==> config.mk <==
export PLATFORM = sky130hd
export DESIGN_NAME = iob_cache_axi_rd_arbiter
export DESIGN_NICKNAME = d
export VERILOG_FILES = /design/src/rtl/iob_cache_axi_rd_arbiter.sv
export SDC_FILE = /design/constraint.sdc
export NUM_CORES = 1
export LEC_CHECK = 0
export CAP_MARGIN = 25
export CORE_ASPECT_RATIO = 0.6
export CORE_MARGIN = 4
export CORE_UTILIZATION = 26
export DETAILED_ROUTE_END_ITERATION = 8
export PLACE_DENSITY_LB_ADDON = 0.2
export SYNTH_ARGS = -nofsm -noshare
export SYNTH_HDL_FRONTEND = slang
export SYNTH_SLANG_ARGS = --single-unit
export TNS_END_PERCENT = 20
==> constraint.sdc <==
create_clock -name clk -period 2.27 [get_ports clk]
set_clock_uncertainty 0.05 [all_clocks]
set_input_delay 0.454 -clock clk [delete_from_list [all_inputs] [get_ports clk]]
set_output_delay 0.454 -clock clk [all_outputs]
set_load 0.05 [all_outputs]
==> src/rtl/iob_cache_axi_rd_arbiter.sv <==
// rtl/iob_cache_axi_rd_arbiter.sv - round-robin arbiter sharing one AXI4 read channel among cache back-ends
module iob_cache_axi_rd_arbiter #(
    parameter int N_MASTERS  = 2,
    parameter int AXI_ADDR_W = 32,
    parameter int AXI_DATA_W = 32,
    parameter int AXI_ID_W   = 1
) (
    input  logic                             clk,
    input  logic                             reset,
    input  logic [N_MASTERS-1:0]             m_arvalid,
    input  logic [N_MASTERS*AXI_ADDR_W-1:0]  m_araddr,
    input  logic [N_MASTERS*8-1:0]           m_arlen,
    input  logic [N_MASTERS*3-1:0]           m_arsize,
    input  logic [N_MASTERS*2-1:0]           m_arburst,
    input  logic [N_MASTERS*AXI_ID_W-1:0]    m_arid,
    output logic [N_MASTERS-1:0]             m_arready,
    output logic [N_MASTERS-1:0]             m_rvalid,
    output logic [AXI_DATA_W-1:0]            m_rdata,
    output logic [1:0]                       m_rresp,
    output logic                             m_rlast,
    input  logic [N_MASTERS-1:0]             m_rready,
    output logic                             s_arvalid,
    output logic [AXI_ADDR_W-1:0]            s_araddr,
    output logic [7:0]                       s_arlen,
    output logic [2:0]                       s_arsize,
    output logic [1:0]                       s_arburst,
    output logic [AXI_ID_W-1:0]              s_arid,
    output logic                             s_arlock,
    output logic [3:0]                       s_arcache,
    output logic [2:0]                       s_arprot,
    output logic [3:0]                       s_arqos,
    input  logic                             s_arready,
    input  logic                             s_rvalid,
    input  logic [AXI_DATA_W-1:0]            s_rdata,
    input  logic [1:0]                       s_rresp,
    input  logic                             s_rlast,
    output logic                             s_rready,
    output logic [N_MASTERS-1:0]             grant,
    output logic                             err
);

    localparam int IDX_W = $clog2(N_MASTERS);

    typedef enum logic [1:0] {IDLE, ADDR, DATA} state_t;

    state_t           state;
    state_t           state_next;
    logic [IDX_W-1:0] grant_idx;
    logic [IDX_W-1:0] rr_ptr;
    logic [IDX_W-1:0] rr_ptr_next;
    logic [7:0]       len_reg;
    logic [8:0]       beat_cnt;
    logic [IDX_W-1:0] pick_idx;
    logic             pick_found;
    logic             ar_hs;
    logic             r_hs;

    assign s_arlock  = 1'b0;
    assign s_arcache = 4'b0011;
    assign s_arprot  = 3'b000;
    assign s_arqos   = 4'b0000;

    // First requester at or after rr_ptr, wrapping around the master set
    always_comb begin
        int idx;
        pick_found = 1'b0;
        pick_idx   = '0;
        for (int k = 0; k < N_MASTERS; k++) begin
            idx = int'(rr_ptr) + k;
            if (idx >= N_MASTERS) idx = idx - N_MASTERS;
            if (!pick_found && m_arvalid[idx]) begin
                pick_found = 1'b1;
                pick_idx   = IDX_W'(idx);
            end
        end
    end

    assign rr_ptr_next = (grant_idx == IDX_W'(N_MASTERS - 1)) ? '0 : grant_idx + 1'b1;

    // State register
    always_ff @(posedge clk) begin
        if (!reset) state <= IDLE;
        else        state <= state_next;
    end

    // Next state and channel routing; only the granted master sees handshakes
    always_comb begin
        state_next = state;
        s_arvalid  = 1'b0;
        s_araddr   = '0;
        s_arlen    = '0;
        s_arsize   = '0;
        s_arburst  = '0;
        s_arid     = '0;
        m_arready  = '0;
        m_rvalid   = '0;
        m_rdata    = '0;
        m_rresp    = '0;
        m_rlast    = 1'b0;
        s_rready   = 1'b0;
        ar_hs      = 1'b0;
        r_hs       = 1'b0;
        case (state)
            IDLE: begin
                if (pick_found) state_next = ADDR;
            end
            ADDR: begin
                s_arvalid = 1'b1;
                s_araddr  = m_araddr[grant_idx*AXI_ADDR_W +: AXI_ADDR_W];
                s_arlen   = m_arlen[grant_idx*8 +: 8];
                s_arsize  = m_arsize[grant_idx*3 +: 3];
                s_arburst = m_arburst[grant_idx*2 +: 2];
                s_arid    = m_arid[grant_idx*AXI_ID_W +: AXI_ID_W];
                m_arready = grant & {N_MASTERS{s_arready}};
                ar_hs     = s_arready;
                if (s_arready) state_next = DATA;
            end
            DATA: begin
                m_rvalid = grant & {N_MASTERS{s_rvalid}};
                m_rdata  = s_rdata;
                m_rresp  = s_rresp;
                m_rlast  = s_rlast;
                s_rready = m_rready[grant_idx];
                r_hs     = s_rvalid & m_rready[grant_idx];
                if (r_hs && s_rlast) state_next = IDLE;
            end
            default: state_next = IDLE;
        endcase
    end

    // Grant, round-robin pointer, burst length tracking and sticky error
    always_ff @(posedge clk) begin
        if (!reset) begin
            grant     <= '0;
            grant_idx <= '0;
            rr_ptr    <= '0;
            len_reg   <= '0;
            beat_cnt  <= '0;
            err       <= 1'b0;
        end else begin
            if (state == IDLE && pick_found) begin
                grant           <= '0;
                grant[pick_idx] <= 1'b1;
                grant_idx       <= pick_idx;
            end
            if (ar_hs) begin
                len_reg  <= s_arlen;
                beat_cnt <= '0;
            end
            if (r_hs) begin
                beat_cnt <= beat_cnt + 9'd1;
                if ((s_rlast && beat_cnt != {1'b0, len_reg}) || beat_cnt > {1'b0, len_reg})
                    err <= 1'b1;
                if (s_rlast) begin
                    grant  <= '0;
                    rr_ptr <= rr_ptr_next;
                end
            end
        end
    end

endmodule

==> flow_summary_export.csv, run 1 <==
group,metric,value,unit
status,outcome,"completed",
min_path,hold_path_depth,2,
critical_path,cp_slowest_stage_delay,0.41,ns
power,p_sw,785,uW
min_path,min_path_type,"flip-flop to flip-flop",
critical_path,critPathKind,"primary input to output pin",
global_routing,first_global_vias,2944,
global_routing,antenna_found_initial,0,
timing,setup_tns,0,ns
detailed_routing,avgRoutedWirePerCell,15.9,um
detailed_routing,vias,2862,
critical_path,cp_top_family,"buffers and inverters",
logic_synthesis,yosysWarnings,0,
power,swShare,0.399,
detailed_routing,antenna_left,0,
global_routing,track_usage,0.190,
cells_and_area,area_growth,122,%
detailed_routing,firstDrtPassIters,4,
critical_path,critPathLaunchType,"primary input",
critical_path,worst_r2r_path_depth,5,
power,ir_worst_vdd,0.000274,V
cells_and_area,drive_gt1_frac,0.199,
power,p_leak,2.04,nW
global_routing,grt_max_degree,48,
power,power_density,390,nW/um^2
placement,port_buffers,224,
cells_and_area,fin_nets,673,
min_path,hold_start,"len_reg[7]",
timing,maxSlewHeadroom,0.634,
timing,drv_slew,0,
min_path,whs_endpoint,"len_reg[7]",
timing,period_share,0.930,
clock_network,cts_tree,"built",
logic_synthesis,synth-seq-area-share,0.211,
detailed_routing,vias_per_cell,4.48,
logic_synthesis,syn_inst,311,
floorplan,die_h,80.4,um
critical_path,cp.required,1.77,ns
critical_path,slowest_stage,"clkdlybuf4s50_1",
timing,worst_pin_slew,0.548,ns
floorplan,io_pins,237,
floorplan,die_area,10300,um^2
critical_path,r2r_end,"err",
logic_synthesis,synth_area,2270,um^2
logic_synthesis,synth_top_cells_by_area,"dfxtp_1 (21%), mux2i_1 (21%), nor2_1 (11%)",
cells_and_area,largest_register_ff_count,9,
detailed_routing,routed_wl,10200,um
clock_network,cts_sinks,24,
timing,hold_slack,0.454,ns
timing,fmax,473,MHz
power,p_comb_frac,0.581,
floorplan,start_util,0.267,
timing,period_minus_slack,2.11,ns
logic_synthesis,synth_seq_cells,24,
detailed_routing,post-route-drc-count,0,
clock_network,post-cts-setup-buffers,0,
clock_network,clk_pin_slew,0.06,ns
clock_network,clock_latency,0.25,ns
logic_synthesis,ys_types,38,
critical_path,endpoint_kind,"output pin",
clock_network,htreeDepth,1,
clock_network,cts_hold_buf,0,
power,power_frac_clock,0.189,
clock_network,clockRootBuffer,"clkbuf_16",
floorplan,core,8520,um^2
global_routing,grt_pass1_wl,15600,um
critical_path,path_buf_inv,2,
critical_path,worstReg2RegStart,"grant_idx",
timing,finalHoldViolations,0,
logic_synthesis,synth.top_cell.area_share,0.211,
power,seq_power_share,0.230,
timing,rsz0062_at_grt,"false",
clock_network,cts_made_buffers,3,
critical_path,r2r_setup_slack,0.50,ns
global_routing,overflow,0,
power,p_total,1.97,mW
detailed_routing,drt-initial-drc-count,123,
clock_network,cts_buffer_depth,2,
power,p_int,1.18,mW
placement,hpwlAfterDp,8890,um
critical_path,critPathMaxFanout,5,
logic_synthesis,synth.avg_cell_area,7.31,um^2
cells_and_area,diodes,0,
floorplan,fp.dieW,129,um
timing,setup_viol,0,
critical_path,cp-startpoint,"m_rready[1]",
clock_network,cts_resized,0,
placement,place_congestion,0.929,
critical_path,cp.depth,4,
critical_path,arrival,1.61,ns
logic_synthesis,yosysTopAreaCell,"dfxtp_1",
run,drv_cap,0,
critical_path,cp_cell_sequence,"clkdlybuf4s50_1, mux2i_1, nor2b_1, buf_4",
floorplan,rows,26,
cell usage in the layout, fill, tap and decap left out, types with 3 or more instances in the layout:
cell type,count
buf_12,46
nand3_1,6
clkdlybuf4s50_1,136
a21oi_1,11
and3_1,4
nand3b_1,3
and2_1,36
mux2i_1,47
clkbuf_16,3
o21ai_0,5
dfxtp_1,23
nand2_1,12
nor2_1,65
conb_1,12
ha_1,9
nand2b_1,3
buf_4,52
inv_1,14
a22oi_1,8
nor3_1,5
xnor2_1,3
power by group through the flow:
stage / Clock (mW) / Combinational (mW) / Sequential (mW)
after CTS: 0.382 / 1.15 / 0.453
after global routing: 0.398 / 1.20 / 0.455
final: 0.371 / 1.14 / 0.453
after floorplan: 0 / 0.617 / 0.466
after global placement: 0 / 1.14 / 0.462
after detailed placement: 0 / 1.14 / 0.462
cell families after synthesis:
family | after synthesis | share of synthesized area
AO/OA/AOI/OAI | 35 | 0.100
XOR/XNOR | 3 | 0.0116
adder cells (fa/ha/maj) | 9 | 0.0496
buffers and inverters | 47 | 0.102
flip-flops | 24 | 0.211
multiplexers | 47 | 0.207
other | 2 | 0.00331
AND/OR/NAND/NOR | 144 | 0.315
tightest hold or removal path: cells and delay by family (launching register included):
| family | cells | cell delay (ns) |
|---|---|---|
| AOI/OAI and AO/OA | 1 | 0.07 |
| DFF | 1 | 0.33 |
| and+or+nand+nor | 1 | 0.07 |
final cells by class:
cell class / count / area (um^2)
Multi-Input combinational cell: 250 / 1600
Clock buffer: 3 / 75.1
Timing Repair Buffer: 235 / 2680
Sequential cell: 24 / 482
Tap cell: 112 / 140
Inverter: 15 / 56.3
Fill cell: 775 / 3490
metal layers:
layer  track usage  up-vias  wire length, um
met4        0.0283        0              127
met3         0.102       12             1240
met5             0        -                0
met2         0.337       99             4980
met1         0.205     1291             3840
li1              -     1460                -
Yosys cell counts:
cell	n
nor2_1	65
mux2i_1	47
and2_1	36
dfxtp_1	24
inv_1	14
buf_4	12
nand2_1	12
a21oi_1	11
clkbuf_1	11
ha_1	9
a22oi_1	8
buf_2	8
nand3_1	6
nor3_1	5
o21ai_0	5
and3_1	4
nand2b_1	3
nand3b_1	3
xnor2_1	3
and4b_1	2
conb_1	2
nor2b_1	2
o211ai_1	2
o21a_1	2
or3_1	2
a2111oi_0	1
a211oi_1	1
a221o_1	1
a22o_1	1
a31oi_1	1
a32oi_1	1
and4_1	1
buf_1	1
clkinv_1	1
nor3b_1	1
nor4_1	1
nor4_2	1
o31ai_1	1
worst max path at each step:
| stage | to | slack, ns |
|---|---|---|
| 2_1_floorplan | s_araddr[0] | 0.08 |
| 3_3_place_gp | err | 0.11 |
| 3_5_place_dp | beat_cnt[8] | 0.07 |
| 4_1_cts | m_arready[1] | 0.06 |
| 5_1_grt | m_arready[1] | 0.06 |
| 6_report | s_rready | 0.16 |
per-stage QoR:
stage | worst slack, ns | instance area, um^2 | util | cells
finish | 0.158 | 5040 | 0.591 | 639
global route | 0.0552 | 5040 | 0.591 | 639
CTS | 0.0610 | 5030 | 0.591 | 639
detailed placement | 0.0677 | 4960 | 0.582 | 636
global placement | 0.112 | 4960 | 0.582 | 636
floorplan | 0.0785 | 2310 | - | 321
Power figures use the tool's default switching activity.
==> inputs of run 2 (changes only) <==
Settings changed: GPL_TIMING_DRIVEN set to 0.
==> flow_summary_export.csv, run 2 (same netlist as run 1, synthesis figures left out) <==
group,metric,value,unit
cells_and_area,area_growth,104,%
clock_network,cts_sinks,24,
detailed_routing,vias,2975,
critical_path,cp.required,1.77,ns
global_routing,grt_max_degree,13,
detailed_routing,top_layer,"met4",
power,swShare,0.420,
clock_network,clk_pin_slew,0.06,ns
power,p_leak,1.95,nW
cells_and_area,drive_gt1_frac,0.226,
global_routing,track_usage,0.201,
cells_and_area,final_cells,660,
global_routing,antenna_found_initial,0,
timing,rsz0062_at_grt,"true",
power,p_total,1.90,mW
critical_path,arrival,1.73,ns
clock_network,cts_tree,"built",
cells_and_area,final_common_cell,"clkdlybuf4s50_1",
detailed_routing,avgRoutedWirePerCell,16.5,um
placement,place_congestion,0.929,
power,p_int,1.10,mW
placement,dpl_cell_area,4690,um^2
floorplan,die_area,10300,um^2
cells_and_area,fin_nets,694,
detailed_routing,post-route-drc-count,0,
floorplan,fp.dieW,129,um
timing,worst_pin_slew,0.574,ns
clock_network,cts_buffer_depth,2,
floorplan,start_util,0.267,
cells_and_area,diodes,0,
timing,period_minus_slack,2.23,ns
global_routing,grt_pass1_wl,16500,um
power,seq_power_share,0.237,
detailed_routing,routed_wl,10900,um
detailed_routing,wl_met2,5320,um
power,p_comb_frac,0.562,
clock_network,clock_latency,0.26,ns
timing,period_share,0.984,
cells_and_area,largest_register_ff_count,9,
detailed_routing,antenna_left,0,
timing,fmax,448,MHz
power,power_density,410,nW/um^2
critical_path,critPathLaunchType,"flip-flop",
detailed_routing,vias_per_cell,4.51,
power,power_frac_clock,0.201,
detailed_routing,wl_met1,4520,um
power,ir_worst_vdd,0.000277,V
timing,drv_slew,0,
cells_and_area,design_area,4640,um^2
min_path,hold_path_depth,1,
critical_path,worst_r2r_path_depth,5,
floorplan,die_h,80.4,um
timing,setup_viol,0,
placement,dp.cells,657,
timing,maxSlewHeadroom,0.616,
detailed_routing,drt-initial-drc-count,154,
global_routing,first_global_vias,3023,
detailed_routing,firstDrtPassIters,4,
critical_path,endpoint_kind,"output pin",
power,p_sw,799,uW
status,outcome,"completed",
cells_and_area,final_cell_mix,"clkdlybuf4s50_1 (137), nor2_1 (64), mux2i_1 (45)",
timing,setup_tns,0,ns
clock_network,cts_made_buffers,3,
min_path,min_path_type,"flip-flop to flip-flop",
timing,finalHoldViolations,0,
placement,port_buffers,224,
floorplan,core,8520,um^2
floorplan,rows,26,
clock_network,clockRootBuffer,"clkbuf_16",
critical_path,critPathKind,"flip-flop to output pin",
placement,hpwlAfterDp,9310,um
clock_network,htreeDepth,1,
run,drv_cap,0,
floorplan,io_pins,237,
detailed_routing,wl_met3,975,um
critical_path,critPathMaxFanout,10,
global_routing,overflow,0,
-- run 2: power by group through the flow --
| stage | registers [mW] | clock network (mW) | logic [mW] |
|---|---|---|---|
| final | 0.451 | 0.383 | 1.07 |
| after global routing | 0.452 | 0.402 | 1.13 |
| after CTS | 0.450 | 0.388 | 1.08 |
| after detailed placement | 0.459 | 0 | 1.11 |
| after global placement | 0.458 | 0 | 1.10 |
| after floorplan | 0.466 | 0 | 0.617 |
-- run 2: routing by layer --
metal / vias to the layer above / GRT usage
li1: 1495 / -
met5: - / 0
met1: 1360 / 0.241
met2: 112 / 0.356
met4: 0 / 0.0220
met3: 8 / 0.0744
-- run 2: final timing paths --
| kind | from | slack [ns] | end |
|---|---|---|---|
| setup / recovery | grant_idx | 0.04 | s_araddr[11] |
| setup reg to reg | beat_cnt[2] | 0.50 | err |
| hold / removal | err | 0.44 | err |
| hold reg to reg | err | 0.44 | err |
-- run 2: through the flow --
| stage | hold WS [ns] | setup WS, ns | util |
|---|---|---|---|
| after global placement | 0.415 | -0.749 | 0.550 |
| after floorplan | 0.415 | 0.0785 | - |
| after CTS | 0.444 | -0.123 | 0.549 |
| after global routing | 0.470 | -0.0961 | 0.544 |
| final | 0.436 | 0.0360 | 0.544 |
| after detailed placement | 0.429 | -0.794 | 0.550 |
-- run 2: what timing repair did --
action | 4_1_cts | 5_1_grt
endpoints found under the setup margin | 87 | 80
hold buffers | 0 | 0
pin swaps | 0 | 0
buffers inserted | 0 | 0
gates cloned | 0 | 0
gates resized for setup | 353 | 67
-- run 2: worst max-delay path, cell delays in order (launching register included) --
cell and delay [ns]:
dfxtp_1 0.30, buf_2 0.18, buf_6 0.20, buf_6 0.19, mux2i_1 0.20, nor2_1 0.06, clkdlybuf4s15_2 0.33
-- run 2: area by class of cell --
class                           instances  area, um^2
Clock buffer                            3        75.1
Sequential cell                        24         482
Timing Repair Buffer                  224        2040
Fill cell                             849        3880
Multi-Input combinational cell        250        1610
Buffer                                 32         235
Tap cell                              112         140
Inverter                               15        56.3
